## src/rtl/roi_shift_driver.sv

```systemverilog
// Shift-in / strobe / drain sequencer for the BRAM ROI shift-register harness; drained bits fold into a MISR.
// Optional feature macro ROI_DRV_LFSR_EN: LFSR pattern on di (walking one when undefined).
module roi_shift_driver #(
   parameter int unsigned DIN_N  = 256,
   parameter int unsigned DOUT_N = 256,
   parameter logic [31:0] SEED   = 32'h0000_0001,
   parameter logic [15:0] ROUNDS = 16'd1
) (
   input  logic        clk,
   input  logic        rst_n,
   input  logic        start,
   output logic        di,
   output logic        stb,
   input  logic        do_in,
   output logic        busy,
   output logic        done,
   output logic [15:0] round_cnt,
   output logic [31:0] signature
);

   localparam int unsigned   MAXN      = (DIN_N > DOUT_N) ? DIN_N : DOUT_N;
   localparam int unsigned   CW        = $clog2(MAXN);
   localparam logic [CW-1:0] DIN_LAST  = CW'(DIN_N - 1);
   localparam logic [CW-1:0] DOUT_LAST = CW'(DOUT_N - 1);
   localparam logic [31:0]   MISR_POLY = 32'h04C1_1DB7;

   typedef enum logic [2:0] {
      S_IDLE  = 3'd0,
      S_SHIFT = 3'd1,
      S_STB   = 3'd2,
      S_DRAIN = 3'd3,
      S_DONE  = 3'd4
   } state_t;

   state_t        state_q, state_d;
   logic [CW-1:0] cnt_q, cnt_d;
   logic [15:0]   round_cnt_q, round_cnt_d;
   logic [31:0]   sig_q, sig_d;
   logic          di_q, di_d;
   logic          stb_q, stb_d;
   logic          busy_q, busy_d;
   logic          done_q, done_d;

   logic          accept;
   logic [15:0]   round_inc;
   // di for the first bit of a run, the next bit within SHIFT, and the first bit of a following round
   logic          accept_di, shift_di, round_di;

   function automatic logic [31:0] misr_step(input logic [31:0] s, input logic b);
      return {s[30:0], 1'b0} ^ (s[31] ? MISR_POLY : 32'd0) ^ {31'd0, b};
   endfunction

   assign accept    = start && ((state_q == S_IDLE) || (state_q == S_DONE));
   assign round_inc = round_cnt_q + 16'd1;

`ifdef ROI_DRV_LFSR_EN
   localparam logic [31:0] LFSR_POLY = 32'h8020_0003;
   localparam logic [31:0] SEED_EFF  = (SEED == 32'd0) ? 32'd1 : SEED;

   logic [31:0] lfsr_q, lfsr_d, lfsr_adv;

   // lfsr_q[0] is always the bit currently (or next) presented on di
   always_comb begin
      lfsr_adv = (lfsr_q >> 1) ^ (lfsr_q[0] ? LFSR_POLY : 32'd0);
      lfsr_d   = lfsr_q;
      if (accept) begin
         lfsr_d = SEED_EFF;
      end else if (state_q == S_SHIFT) begin
         lfsr_d = lfsr_adv;
      end
      accept_di = SEED_EFF[0];
      shift_di  = lfsr_adv[0];
      round_di  = lfsr_q[0];
   end

   always_ff @(posedge clk or negedge rst_n) begin
      if (!rst_n) begin
         lfsr_q <= SEED_EFF;
      end else begin
         lfsr_q <= lfsr_d;
      end
   end
`else
   function automatic logic walk_hit(input logic [CW-1:0] idx, input logic [15:0] rc);
      return {{(32-CW){1'b0}}, idx} == ({16'd0, rc} % DIN_N);
   endfunction

   always_comb begin
      accept_di = 1'b1;
      shift_di  = walk_hit(cnt_q + CW'(1), round_cnt_q);
      round_di  = walk_hit('0, round_inc);
   end
`endif

   always_comb begin
      state_d     = state_q;
      cnt_d       = cnt_q;
      round_cnt_d = round_cnt_q;
      sig_d       = sig_q;
      di_d        = 1'b0;
      stb_d       = 1'b0;
      busy_d      = busy_q;
      done_d      = done_q;
      case (state_q)
         S_IDLE, S_DONE: begin
            if (accept) begin
               state_d     = S_SHIFT;
               cnt_d       = '0;
               round_cnt_d = '0;
               sig_d       = '0;
               di_d        = accept_di;
               busy_d      = 1'b1;
               done_d      = 1'b0;
            end
         end
         S_SHIFT: begin
            if (cnt_q == DIN_LAST) begin
               state_d = S_STB;
               cnt_d   = '0;
               stb_d   = 1'b1;
            end else begin
               cnt_d = cnt_q + CW'(1);
               di_d  = shift_di;
            end
         end
         S_STB: begin
            state_d = S_DRAIN;
            cnt_d   = '0;
         end
         S_DRAIN: begin
            sig_d = misr_step(sig_q, do_in);
            if (cnt_q == DOUT_LAST) begin
               round_cnt_d = round_inc;
               cnt_d       = '0;
               if ((ROUNDS != 16'd0) && (round_inc == ROUNDS)) begin
                  state_d = S_DONE;
                  busy_d  = 1'b0;
                  done_d  = 1'b1;
               end else begin
                  state_d = S_SHIFT;
                  di_d    = round_di;
               end
            end else begin
               cnt_d = cnt_q + CW'(1);
            end
         end
         default: begin
            state_d = S_IDLE;
            busy_d  = 1'b0;
            done_d  = 1'b0;
         end
      endcase
   end

   always_ff @(posedge clk or negedge rst_n) begin
      if (!rst_n) begin
         state_q     <= S_IDLE;
         cnt_q       <= '0;
         round_cnt_q <= '0;
         sig_q       <= '0;
         di_q        <= 1'b0;
         stb_q       <= 1'b0;
         busy_q      <= 1'b0;
         done_q      <= 1'b0;
      end else begin
         state_q     <= state_d;
         cnt_q       <= cnt_d;
         round_cnt_q <= round_cnt_d;
         sig_q       <= sig_d;
         di_q        <= di_d;
         stb_q       <= stb_d;
         busy_q      <= busy_d;
         done_q      <= done_d;
      end
   end

   assign di        = di_q;
   assign stb       = stb_q;
   assign busy      = busy_q;
   assign done      = done_q;
   assign round_cnt = round_cnt_q;
   assign signature = sig_q;

endmodule

```

## config.mk

```make
export PLATFORM = sky130hd
export DESIGN_NAME = roi_shift_driver
export DESIGN_NICKNAME = d
export VERILOG_FILES = /design/src/rtl/roi_shift_driver.sv
export SDC_FILE = /design/constraint.sdc
export NUM_CORES = 1
export LEC_CHECK = 0
export ABC_CLOCK_PERIOD_IN_PS = 4200
export CORE_MARGIN = 2
export CORE_UTILIZATION = 57
export CTS_BUF_LIST = sky130_fd_sc_hd__clkbuf_4 sky130_fd_sc_hd__clkbuf_8 sky130_fd_sc_hd__clkbuf_16
export DETAILED_ROUTE_END_ITERATION = 10
export GPL_TIMING_DRIVEN = 0
export PLACE_DENSITY = 0.85
export SLEW_MARGIN = 20
export SYNTH_ARGS = -nofsm -noshare
export SYNTH_HDL_FRONTEND = slang
export SYNTH_SLANG_ARGS = --single-unit
```

## constraint.sdc

```tcl
create_clock -name clk -period 4.2 [get_ports clk]
set_input_delay 0.84 -clock clk [delete_from_list [all_inputs] [get_ports clk]]
set_output_delay 0.84 -clock clk [all_outputs]
set_load 0.005 [all_outputs]
```

==> flow_summary.ini, run 1 <==
[placement]
gp_congestion = 0.9210
dp_hpwl_um = 5717
port_buffers = 55

[routing]
antenna_left = 0
dr_total_vias = 2899
dr.pass1.iters = 5
viasPerCell = 6.078
wl_per_cell_um = 17.19
routed_wl_um = 8202
drc_errors = 0
drt-initial-drc-count = 216

[yosys]
synth_compound_area_frac = 0.1965
syn-instance-count = 333
synth.area.mux_share = 0.006142
synth_xor_area_frac = 0.08061
synth_area_per_cell_sq_um = 9.788
yosysSeqAreaShare = 0.4837
syn_area_sq_um = 3259
synth_ff_type = dfrtp_1
syn-num-nets = 340
synth_seq_cells = 63
synth_async_sr_flop_share = 1.000
synth-edff-count = 0
yosysUniqueCellTypes = 49
synth_top_family_by_area = compound AO/OA/AOI/OAI gates
synthAdderAreaFrac = 0.01152
yosysWarnings = 0
synth-simple-area-share = 0.1800

[worst_hold_path]
hold_path.class = in -> async

[final_layout]
multi_input_area_sq_um = 1548
n_fill_cell = 397
final-seq-area_sq_um = 1577
syn2layout_area_growth_pct = 25.49
antennaDiodeCount = 0
layout.nets = 407
final_common_cell = dfrtp_1
final_cell_mix = dfrtp_1, clkdlybuf4s50_1, nand2_1, o21ai_0, xnor2_1
drive_gt1_frac = 0.09877
utilization = 0.7428

[floorplan]
die_y_um = 79.62
die_area_sq_um = 6339
die_x_um = 79.62
io_pins = 56
num_rows = 27
core_area_sq_um = 5507
start_util = 0.5919

[sta]
grt_setup_unrepaired = false
slew_headroom = 0.4994
finalSetupViolCount = 0
tightest_slew_ns = 0.7452
final-hold-violation-count = 0
clock-skew-final_ns = 0.007406
tns_ns = 0
post-route-period-util = 0.6323
maxSlewViolCount = 0
period_needed_ns = 2.656
max_freq_ghz = 0.3766
holdWs_ns = 0.4110

[power]
power.internal_mw = 1.451
power_leakage_nw = 1.676
power_switching_mw = 0.7568
combPwrFrac = 0.348
ir_worst_vdd_mv = 0.4432
swShare = 0.3428
pwr-share-clk = 0.212
power_mw = 2.207
power_density_nw_per_um2 = 539.7
p_seq_frac = 0.440

[global_route]
grt_pass1_wl_um = 13470
grt_overflow = 0
grtUsageTotal = 0.2772
first_global_vias = 2781
grt_start_max_net_pins = 38
antenna_found_initial = 0

[clock_network]
clk_path_buf_depth = 2
clock_latency_ns = 0.35
clock_sinks = 63
cts_hold_buffers = 0
clk_pin_slew_ns = 0.07
cts_tree = built
numCtsBuffers = 9
ctsResizeCount = 0
root_buffer = clkbuf_8
cts_setup_buffers = 0
htreeDepth = 3

[worst_setup_path]
crit_type = in -> reg
end_kind = register
required_ns = 4.40
arrival_ns = 2.86
crit_fanout = 10
critPathLaunchType = input pin

[run]
maxCapViolations = 0

[outcome]
outcome = complete, no violations
state kept, by name (all words and copies together) (netlist names):
| register | cells |
|---|---|
| signature | 32 |
| round_cnt | 16 |
| cnt_q | 8 |
| state_q | 3 |
| busy | 1 |
| di | 1 |
| done | 1 |
| stb | 1 |
routing by layer:
metal | up-vias | GRT usage | share of wire | routed length (um)
met5 | - | 0 | 0 | 0
met4 | 0 | 0.1121 | 0.018 | 144
met3 | 17 | 0.03959 | 0.062 | 509
met2 | 127 | 0.4395 | 0.49 | 4038
met1 | 1412 | 0.3842 | 0.43 | 3510
li1 | 1343 | - | - | -
power groups by stage:
stage / combinational, mW / sequential (mW) / clock [mW]
2_1_floorplan: 0.382 / 0.947 / 0
3_3_place_gp: 0.728 / 0.964 / 0
3_5_place_dp: 0.764 / 0.973 / 0
4_1_cts: 0.773 / 0.964 / 0.472
5_1_grt: 0.845 / 0.993 / 0.500
6_report: 0.768 / 0.970 / 0.469
path summary, 6_finish.rpt:
kind | endpoint | startpoint | slack [ns] | cells after the start
worst min register to register | signature[23] | signature[23] | 0.53 | 2
worst min-delay path | round_cnt[10] | rst_n | 0.41 | 1
worst max register to register | busy | round_cnt[1] | 1.64 | 7
worst max-delay path | round_cnt[5] | start | 1.54 | 7
min in group clk | signature[23] | signature[23] | 0.53 | 2
max in group asynchronous | signature[5] | rst_n | 3.27 | 2
critical path, cell delays in order:
cell and delay (ns):
clkdlybuf4s50_1 0.50, inv_1 0.06, nor3_1 0.58, nor2_1 0.27, clkbuf_1 0.28, o21ai_0 0.22
o31ai_1 0.11
final cells by class:
type / instances / area share
buffer: 20 / 0.02478
clock buffer: 9 / 0.03028
clock inverter: 7 / 0.01193
inverter: 9 / 0.008259
multi-input combinational: 241 / 0.3784
sequential: 63 / 0.3854
tap: 72 / 0.02203
timing repair buffer: 56 / 0.1389
Yosys cell counts (all sizes together), types with 2 or more instances:
cell type	instances	area, sq um
and3	6	38.79
a31oi	4	25.02
nor4	5	52.55
dfrtp	63	1577
a211oi	2	15.01
nand2	44	175.2
o21ai	44	220.2
or4	2	15.01
a21oi	3	15.01
o31ai	13	107.6
ha	3	37.54
and2	4	25.02
nand3	15	92.59
nand4	2	12.51
nor3	8	51.30
nor2	19	73.82
xnor2	25	219.0
a22o	18	157.7
mux2i	2	20.02
o41ai	3	26.28
clkbuf	10	37.54
o22ai	2	12.51
inv	9	33.78
xor2	5	43.79
a32o	2	20.02
buf	10	63.81
per-stage QoR:
step	area, sq um	worst slack (ns)	std cells
after detailed placement	3918	1.259	461
after CTS	4090	1.605	477
after global placement	3900	0.2875	460
final	4090	1.544	477
after global routing	4090	1.421	477
after floorplan	3259	2.132	333
kinds of logic after synthesis:
kind of cell,count (synthesis)
flops,63
simple gates,110
mux,2
xor+xnor,30
compound gates,96
fa+ha+maj,3
buf+inv,29
Power figures use the tool's default switching activity.
==> inputs of run 2 (changes only) <==
--- a/config.mk
+++ b/config.mk
@@ -5,13 +5,13 @@
 export SDC_FILE = /design/constraint.sdc
 export NUM_CORES = 1
 export LEC_CHECK = 0
-export ABC_CLOCK_PERIOD_IN_PS = 4200
+export ABC_CLOCK_PERIOD_IN_PS = 2400
 export CORE_MARGIN = 2
-export CORE_UTILIZATION = 57
+export CORE_UTILIZATION = 48
 export CTS_BUF_LIST = sky130_fd_sc_hd__clkbuf_4 sky130_fd_sc_hd__clkbuf_8 sky130_fd_sc_hd__clkbuf_16
 export DETAILED_ROUTE_END_ITERATION = 10
 export GPL_TIMING_DRIVEN = 0
-export PLACE_DENSITY = 0.85
+export PLACE_DENSITY = 0.76
 export SLEW_MARGIN = 20
 export SYNTH_ARGS = -nofsm -noshare
 export SYNTH_HDL_FRONTEND = slang
==> constraint.sdc (replaced) <==
create_clock -name clk -period 2.4 [get_ports clk]
set_input_delay 0.48 -clock clk [delete_from_list [all_inputs] [get_ports clk]]
set_output_delay 0.48 -clock clk [all_outputs]
set_load 0.005 [all_outputs]
==> flow_summary.ini, run 2 (same netlist as run 1, synthesis figures left out) <==
[final_layout]
utilization = 0.6266
stdcell_count = 485
largest_reg_flops = 32
drive_gt1_frac = 0.1185
layout.nets = 407
finish.instance_area_sq_um = 4187
syn2layout_area_growth_pct = 28.45
final_common_cell = dfrtp_1
final_cell_mix = dfrtp_1, clkdlybuf4s50_1, nand2_1, o21ai_0, xnor2_1
n_fill_cell = 543
antennaDiodeCount = 0

[sta]
final-hold-violation-count = 0
period_needed_ns = 2.287
clock-skew-final_ns = 0.01373
grt_setup_unrepaired = true
post-route-period-util = 0.9528
max_freq_ghz = 0.4373
slew_headroom = 0.5064
finalSetupViolCount = 0
timing.final.ws_setup_ns = 0.1132
maxSlewViolCount = 0
tightest_slew_ns = 0.7347

[clock_network]
clk_pin_slew_ns = 0.08
cts_tree = built
cts_hold_buffers = 0
root_buffer = clkbuf_8
htreeDepth = 3
clock_sinks = 63
clock_latency_ns = 0.35
numCtsBuffers = 9
clk_path_buf_depth = 2

[floorplan]
start_util = 0.4878
die_y_um = 86.41
io_pins = 56
die_x_um = 86.41
die_area_sq_um = 7466
core_area_sq_um = 6681
num_rows = 30

[worst_setup_path]
arrival_ns = 2.49
critPathLaunchType = register
crit_fanout = 8
required_ns = 2.60
crit_type = reg -> reg
end_kind = register

[routing]
wl_per_cell_um = 16.04
viasPerCell = 5.812
wl_met2_um = 3645
antenna_left = 0
dr.pass1.iters = 4
dr_wl_met3_um = 355
drt-initial-drc-count = 186
dr_total_vias = 2819
highest-signal-layer = met4
drc_errors = 0
routed_wl_um = 7781
drt-met1-wl_um = 3656

[global_route]
antenna_found_initial = 0
grt_start_max_net_pins = 38
first_global_vias = 2563
grt_pass1_wl_um = 12900
grt_overflow = 0
grtUsageTotal = 0.2210

[placement]
placed_area_sq_um = 3928
gp_congestion = 0.8468
pre_cts_ws_ns = -0.1904
port_buffers = 55
dp_cells = 469
dp_hpwl_um = 5381

[run]
maxCapViolations = 0

[outcome]
outcome = complete, no violations

[power]
power_leakage_nw = 1.709
power_density_nw_per_um2 = 974.4
ir_worst_vdd_mv = 0.4977

[worst_hold_path]
hold_path.class = in -> async
run 2: path summary, 6_finish.rpt:
kind                                from       endpoint  slack, ns  depth (start not counted)
max                         round_cnt[1]           busy       0.11                          8
min                                rst_n       cnt_q[0]       0.04                          1
max reg2reg                 round_cnt[1]           busy       0.11                          8
min reg2reg                signature[12]  signature[12]       0.52                          2
max in group asynchronous          rst_n   signature[1]       1.85                          2
min in group clk           signature[12]  signature[12]       0.52                          2
run 2: stage by stage:
step / setup TNS, ns / hold slack, ns / total power [mW]
finish: 0 / 0.04043 / 4.079
global route: -0.02598 / 0.05147 / 4.326
CTS: -0.04334 / 0.04515 / 4.094
detailed placement: -2.470 / 0.4171 / 3.021
global placement: -75.74 / 0.4951 / 2.977
floorplan: 0 / 0.1844 / 2.326
run 2: area by class of cell:
type                       instances  area (sq um)  area share
sequential                        63          1578      0.3769
multi-input combinational        241          1569      0.3748
timing repair buffer              57         575.6      0.1375
clock buffer                      10         137.6     0.03288
buffer                            19         100.1     0.02391
tap                               80         100.1     0.02391
clock inverter                     6         92.59     0.02212
inverter                           9         33.78    0.008069
run 2: per-layer routing:
metal,track usage,vias up
met5,0,-
met4,0.07955,0
met3,0.05143,11
met2,0.3238,74
met1,0.3219,1396
li1,-,1338
run 2: power breakdown:
group          total (mW)  switching [mW]  internal [mW]
registers            1.68           0.317           1.36
clock network        1.08           0.458          0.618
logic                1.32           0.516          0.809
total                4.08            1.29           2.79
run 2: worst max-delay path, cell delays in order, from the launching register on:
cell	delay (ns)
dfrtp_2	0.46
ha_2	0.28
nand2_4	0.10
nor4_2	0.32
mux2i_1	0.27
o211ai_1	0.16
nor4_4	0.23
buf_4	0.20
a41oi_1	0.13
run 2: repair_timing:
item / 4_1_cts / 5_1_grt
pin swaps: 0 / 1
resized for setup: 1 / 8
setup endpoints to repair: 9 / 19
buffers inserted: 0 / 1
endpoints found under the hold margin: 0 / 0
==> inputs of run 3 (changes only) <==
--- a/config.mk
+++ b/config.mk
@@ -6,6 +6,7 @@
 export NUM_CORES = 1
 export LEC_CHECK = 0
 export ABC_CLOCK_PERIOD_IN_PS = 2400
+export CAP_MARGIN = 25
 export CORE_MARGIN = 2
 export CORE_UTILIZATION = 48
 export CTS_BUF_LIST = sky130_fd_sc_hd__clkbuf_4 sky130_fd_sc_hd__clkbuf_8 sky130_fd_sc_hd__clkbuf_16
==> results of run 3 <==
The final DEF is identical to that of run 2; final timing and power are the same.
